$ cat src/rtl/ysyx_23060025_rd_arbiter_pkg.sv
// Shared FSM states, port identifiers and AXI read-channel constants for the refill read arbiter.
package ysyx_23060025_rd_arbiter_pkg;

  typedef enum logic [2:0] {
    ST_IDLE = 3'd0,
    ST_AR_I = 3'd1,
    ST_AR_D = 3'd2,
    ST_R_I  = 3'd3,
    ST_R_D  = 3'd4
  } state_t;

  typedef enum logic {
    PORT_INST = 1'b0,
    PORT_DATA = 1'b1
  } port_t;

  localparam logic [1:0] BURST_INCR = 2'b01;
  localparam logic [2:0] SIZE_4B    = 3'd2;

endpackage

$ cat src/rtl/ysyx_23060025_rr_arb2.sv
// Two-way round-robin grant, combinational from the requests; rr_last updates only when the grant is taken.
// On a tie the port that did not win last time is chosen.
module ysyx_23060025_rr_arb2
  import ysyx_23060025_rd_arbiter_pkg::*;
(
  input  logic clock,
  input  logic rstn,
  input  logic req_i,
  input  logic req_d,
  input  logic take,
  output logic grant_i,
  output logic grant_d
);

  port_t rr_last;

  always_comb begin
    grant_i = 1'b0;
    grant_d = 1'b0;
    if (req_i && req_d) begin
      if (rr_last == PORT_INST) grant_d = 1'b1;
      else                      grant_i = 1'b1;
    end else begin
      grant_i = req_i;
      grant_d = req_d;
    end
  end

  always_ff @(posedge clock or negedge rstn) begin
    if (!rstn) begin
      rr_last <= PORT_INST;
    end else if (take && (grant_i || grant_d)) begin
      rr_last <= grant_d ? PORT_DATA : PORT_INST;
    end
  end

endmodule

$ cat src/rtl/ysyx_23060025_rd_arbiter.sv
// Merges icache and dcache refill reads onto one AXI4 AR/R master, one burst outstanding.
// psel->arvalid 1 cycle; AR held until arready; R beats pass through combinationally with rready=1.
module ysyx_23060025_rd_arbiter
  import ysyx_23060025_rd_arbiter_pkg::*;
#(
  parameter int ADDR_LEN = 32,
  parameter int DATA_LEN = 32
) (
  input  logic                clock,
  input  logic                rstn,
  input  logic [ADDR_LEN-1:0] inst_paddr,
  input  logic                inst_psel,
  input  logic [7:0]          inst_plen,
  input  logic [2:0]          inst_psize,
  output logic                inst_pvalid,
  output logic                inst_plast,
  output logic [DATA_LEN-1:0] inst_prdata,
  input  logic [ADDR_LEN-1:0] data_praddr,
  input  logic                data_prsel,
  input  logic [7:0]          data_prlen,
  input  logic [2:0]          data_prsize,
  output logic                data_pvalid,
  output logic                data_prlast,
  output logic [DATA_LEN-1:0] data_prdata,
  output logic [ADDR_LEN-1:0] axi_araddr,
  output logic                axi_arvalid,
  input  logic                axi_arready,
  output logic [7:0]          axi_arlen,
  output logic [2:0]          axi_arsize,
  output logic [1:0]          axi_arburst,
  input  logic [DATA_LEN-1:0] axi_rdata,
  input  logic                axi_rvalid,
  output logic                axi_rready,
  input  logic                axi_rlast
);

  state_t state, state_nxt;
  logic   grant_i, grant_d;
  logic   in_idle;

  assign in_idle = (state == ST_IDLE);

  ysyx_23060025_rr_arb2 u_rr_arb2 (
    .clock   (clock),
    .rstn    (rstn),
    .req_i   (inst_psel),
    .req_d   (data_prsel),
    .take    (in_idle),
    .grant_i (grant_i),
    .grant_d (grant_d)
  );

  always_ff @(posedge clock or negedge rstn) begin
    if (!rstn) state <= ST_IDLE;
    else       state <= state_nxt;
  end

  always_comb begin
    state_nxt = state;
    unique case (state)
      ST_IDLE: begin
        if (grant_d)      state_nxt = ST_AR_D;
        else if (grant_i) state_nxt = ST_AR_I;
      end
      ST_AR_I: if (axi_arready) state_nxt = ST_R_I;
      ST_AR_D: if (axi_arready) state_nxt = ST_R_D;
      // rready is 1 in both R states, so rvalid&rlast is the full handshake
      ST_R_I:  if (axi_rvalid && axi_rlast) state_nxt = ST_IDLE;
      ST_R_D:  if (axi_rvalid && axi_rlast) state_nxt = ST_IDLE;
      default: state_nxt = ST_IDLE;
    endcase
  end

  always_ff @(posedge clock or negedge rstn) begin
    if (!rstn) begin
      axi_araddr <= '0;
      axi_arlen  <= '0;
      axi_arsize <= '0;
    end else if (in_idle && grant_d) begin
      axi_araddr <= data_praddr;
      axi_arlen  <= data_prlen;
      axi_arsize <= data_prsize;
    end else if (in_idle && grant_i) begin
      axi_araddr <= inst_paddr;
      axi_arlen  <= inst_plen;
      axi_arsize <= inst_psize;
    end
  end

  assign axi_arvalid = (state == ST_AR_I) || (state == ST_AR_D);
  assign axi_rready  = (state == ST_R_I)  || (state == ST_R_D);
  assign axi_arburst = BURST_INCR;

  assign inst_pvalid = (state == ST_R_I) && axi_rvalid;
  assign inst_plast  = (state == ST_R_I) && axi_rvalid && axi_rlast;
  assign data_pvalid = (state == ST_R_D) && axi_rvalid;
  assign data_prlast = (state == ST_R_D) && axi_rvalid && axi_rlast;
  assign inst_prdata = axi_rdata;
  assign data_prdata = axi_rdata;

  // A slave presenting R data outside a granted burst is a fabric bug.
  rvalid_only_in_burst: assert property (@(posedge clock) disable iff (!rstn)
    axi_rvalid |-> axi_rready);

endmodule

$ cat config.mk
export PLATFORM = sky130hd
export DESIGN_NAME = ysyx_23060025_rd_arbiter
export DESIGN_NICKNAME = d
export VERILOG_FILES = /design/src/rtl/ysyx_23060025_rd_arbiter_pkg.sv /design/src/rtl/ysyx_23060025_rr_arb2.sv /design/src/rtl/ysyx_23060025_rd_arbiter.sv
export SDC_FILE = /design/constraint.sdc
export NUM_CORES = 1
export LEC_CHECK = 0
export CORE_AREA = 2 2 94 96
export DETAILED_ROUTE_END_ITERATION = 10
export DIE_AREA = 0 0 96 98
export DONT_BUFFER_PORTS = 1
export PLACE_DENSITY_LB_ADDON = 0.25
export SETUP_SLACK_MARGIN = 0.1
export SYNTH_ARGS = -nofsm -noshare
export SYNTH_HDL_FRONTEND = slang
export SYNTH_SLANG_ARGS = --single-unit
$ cat constraint.sdc
create_clock -name clock -period 1.88 [get_ports clock]
set_input_delay 0.376 -clock clock [delete_from_list [all_inputs] [get_ports clock]]
set_output_delay 0.376 -clock clock [all_outputs]
set_load 0.01 [all_outputs]
==> results.sh <==
export IMPL_die_x_um=96
export IMPL_hold_depth=2
export IMPL_powerDensity_mw_per_mm2=1700
export IMPL_yosysTopAreaCellShare=0.423
export IMPL_postSynthAreaPerCell_sq_um=8.21
export IMPL_syn_area_sq_mm=0.00278
export IMPL_synthTopCellsByCount="nand2_1, buf_4, nor2_1"
export IMPL_min_to="axi_arsize[2]"
export IMPL_ios=240
export IMPL_synthToLayoutAreaGrowth_pct=-9.62
export IMPL_dr_pass1_iters=5
export IMPL_grt_pass1_wl_mm=10.1
export IMPL_reg2reg_depth=5
export IMPL_core_area_sq_mm=0.00847
export IMPL_die_area_sq_mm=0.00941
export IMPL_internal_power_mw=2.45
export IMPL_antenna_found_initial=0
export IMPL_cts_max_path_buffers=2
export IMPL_grt_overflow_total=0
export IMPL_hold_path_class="input pin to register"
export IMPL_start_util=0.329
export IMPL_fin_tns_setup_ps=0
export IMPL_pwr_share_comb=0.363
export IMPL_synth_edff_count=0
export IMPL_critPathRequiredTime_ps=1500
export IMPL_vias=1871
export IMPL_fillers=933
export IMPL_postLayoutCoreUtil=0.297
export IMPL_cp_start_kind="register"
export IMPL_grt_max_degree=50
export IMPL_max_cap_viol_count=0
export IMPL_synth_area_leaders="dfrtp_1, buf_4, nand2_1, a31oi_1, nor2_1"
export IMPL_die_h_um=98
export IMPL_finalSetupViolCount=0
export IMPL_seq_power_share=0.499
export IMPL_gp_congestion=0.713
export IMPL_timing_final_crit_share=0.900
export IMPL_ys_ff_latch=47
export IMPL_r2r_slack_ps=240
export IMPL_nNetsFinal=396
export IMPL_final_max_slew_viol_count=0
export IMPL_place_hpwl_mm=5.30
export IMPL_critPathKind="register to output port"
export IMPL_ant_nets=0
export IMPL_synth_nets=464
export IMPL_antenna_cells=0
export IMPL_clock_skew_ps=6.12
export IMPL_cts_buffers=5
export IMPL_drc_errors=0
export IMPL_htree_levels=2
export IMPL_yosys_area_top_type="dfrtp_1"
export IMPL_grt_pass1_vias=1871
export IMPL_tritoncts="yes"
export IMPL_drive_gt1_frac=0.0993
export IMPL_synthArstFlopShare=1.00
export IMPL_numPortBuffers=0
export IMPL_status="finished clean"
export IMPL_grt_usage=0.139
export IMPL_switching_power_mw=1.84
export IMPL_synth_cell_types=24
export IMPL_arrival_ps=1320
export IMPL_drtIter0Drc=70
export IMPL_min_period_ps=1690
export IMPL_crit_path_max_fanout=7
export IMPL_reg2reg_to="axi_araddr[1]"
export IMPL_via_per_inst=4.92
export IMPL_path_clk_slew_ps=90
export IMPL_synth_most_common_cell="nand2_1"
export IMPL_wl_per_cell_um=17.9
export IMPL_max_freq_mhz=591
export IMPL_cts_sinks=47
export IMPL_swShare=0.429
export IMPL_num_rows=34
export IMPL_synthCells=339
export IMPL_routed_wl_mm=6.79
export IMPL_clk_latency_ps=290
export IMPL_ys_seq_area_frac=0.423
export IMPL_crit_path_end_kind="output port"
export IMPL_clkPwrFrac=0.138
export IMPL_peakVddDrop_mv=0.639
export IMPL_cts_root_buf="clkbuf_8"
export IMPL_yosys_warnings=0
export IMPL_power_leakage_nw=1.04
export IMPL_reg2reg_from="u_rr_arb2.rr_last"
export IMPL_hold_viol=0
export IMPL_hold_path_startpoint="inst_psize[2]"
export IMPL_synth_flop_cell="dfrtp_1"
export IMPL_rsz0062_at_grt="false"
state kept, by name (all words and copies together) (netlist names):
name	flops
axi_araddr	32
axi_arlen	8
axi_arsize	3
state	3
u_rr_arb2.rr_last	1
layer usage:
| layer | share of wire | global-route usage | vias to the layer above |
|---|---|---|---|
| met5 | 0 | 0 | - |
| met4 | 0.0062 | 0.0341 | 0 |
| met3 | 0.15 | 0.0741 | 6 |
| met2 | 0.52 | 0.254 | 135 |
| met1 | 0.32 | 0.135 | 834 |
| li1 | - | - | 896 |
kinds of logic (layout without fill, tap and decap cells):
family          count (synthesis)  in the layout  share of synthesized area
flops                          47             47                      0.423
buf+inv                        88             21                      0.232
compound gates                 52             52                      0.120
other cells                     2              2                    0.00270
simple gates                  149            149                      0.219
xor+xnor                        1              1                    0.00315
cell type report:
type,count,area (sq um),area share
Tap cell,108,135,0.0537
Timing Repair Buffer,12,138,0.0547
Inverter,1,3.75,0.00149
Sequential cell,47,1180,0.469
Multi-Input combinational cell,204,973,0.387
Clock buffer,6,72.6,0.0289
Clock inverter,2,12.5,0.00498
per-stage QoR:
step                      instance area (sq um)  hold WS [ps]  total power [mW]  cells  worst slack, ps
after global placement                     2360          81.4              3.62    369              256
after floorplan                            2780          80.4              3.45    339              305
final                                      2510           218              4.29    380              188
after detailed placement                   2360          81.4              3.67    369              234
after global routing                       2510           200              4.73    380              106
after CTS                                  2490           205              4.32    379             98.8
repair_timing:
item	4_1_cts	5_1_grt
pin swaps	0	1
hold buffers	2	0
buffers inserted	0	1
gates resized for setup	4	3
hold endpoints to repair	47	0
endpoints found under the setup margin	4	4
placed cells by master, fill, tap and decap left out:
master	count
clkbuf_1	1
buf_4	8
nand2_1	90
a21oi_1	3
o21ai_0	2
or4_1	1
clkinv_2	1
a31oi_1	43
clkinvlp_4	1
buf_12	2
dfrtp_1	44
clkbuf_8	5
a21bo_4	1
conb_1	2
or2b_1	1
nor2_1	49
nor3_1	1
buf_16	1
and3_1	2
dlygate4sd3_1	1
a22oi_1	1
dfrtp_2	3
a2bb2oi_1	1
inv_1	1
xnor2_1	1
a211oi_1	1
nor4_4	2
nor2b_4	1
nor2_2	2
power groups by stage:
stage,clock (mW),combinational [mW],sequential (mW)
after floorplan,0,1.43,2.02
after global placement,0,1.44,2.18
after detailed placement,0,1.48,2.19
after CTS,0.633,1.52,2.17
after global routing,0.688,1.81,2.23
final,0.591,1.56,2.14
critical path, stage by stage (launching register included):
cell     delay (ps)
dfrtp_2         460
buf_4           170
nor2_1          130
nand2_1         100
nor2_2          170
worst max path at each step:
stage / startpoint / to / slack [ps] / depth (start not counted)
floorplan: state[2] / axi_araddr[10] / 300 / 6
global placement: u_rr_arb2.rr_last / axi_araddr[31] / 260 / 5
detailed placement: u_rr_arb2.rr_last / axi_araddr[1] / 230 / 5
CTS: state[2] / inst_plast / 100 / 4
global route: state[1] / data_prlast / 110 / 4
finish: state[1] / data_prlast / 190 / 4
Note: power is estimated with default switching activity, not from simulation.
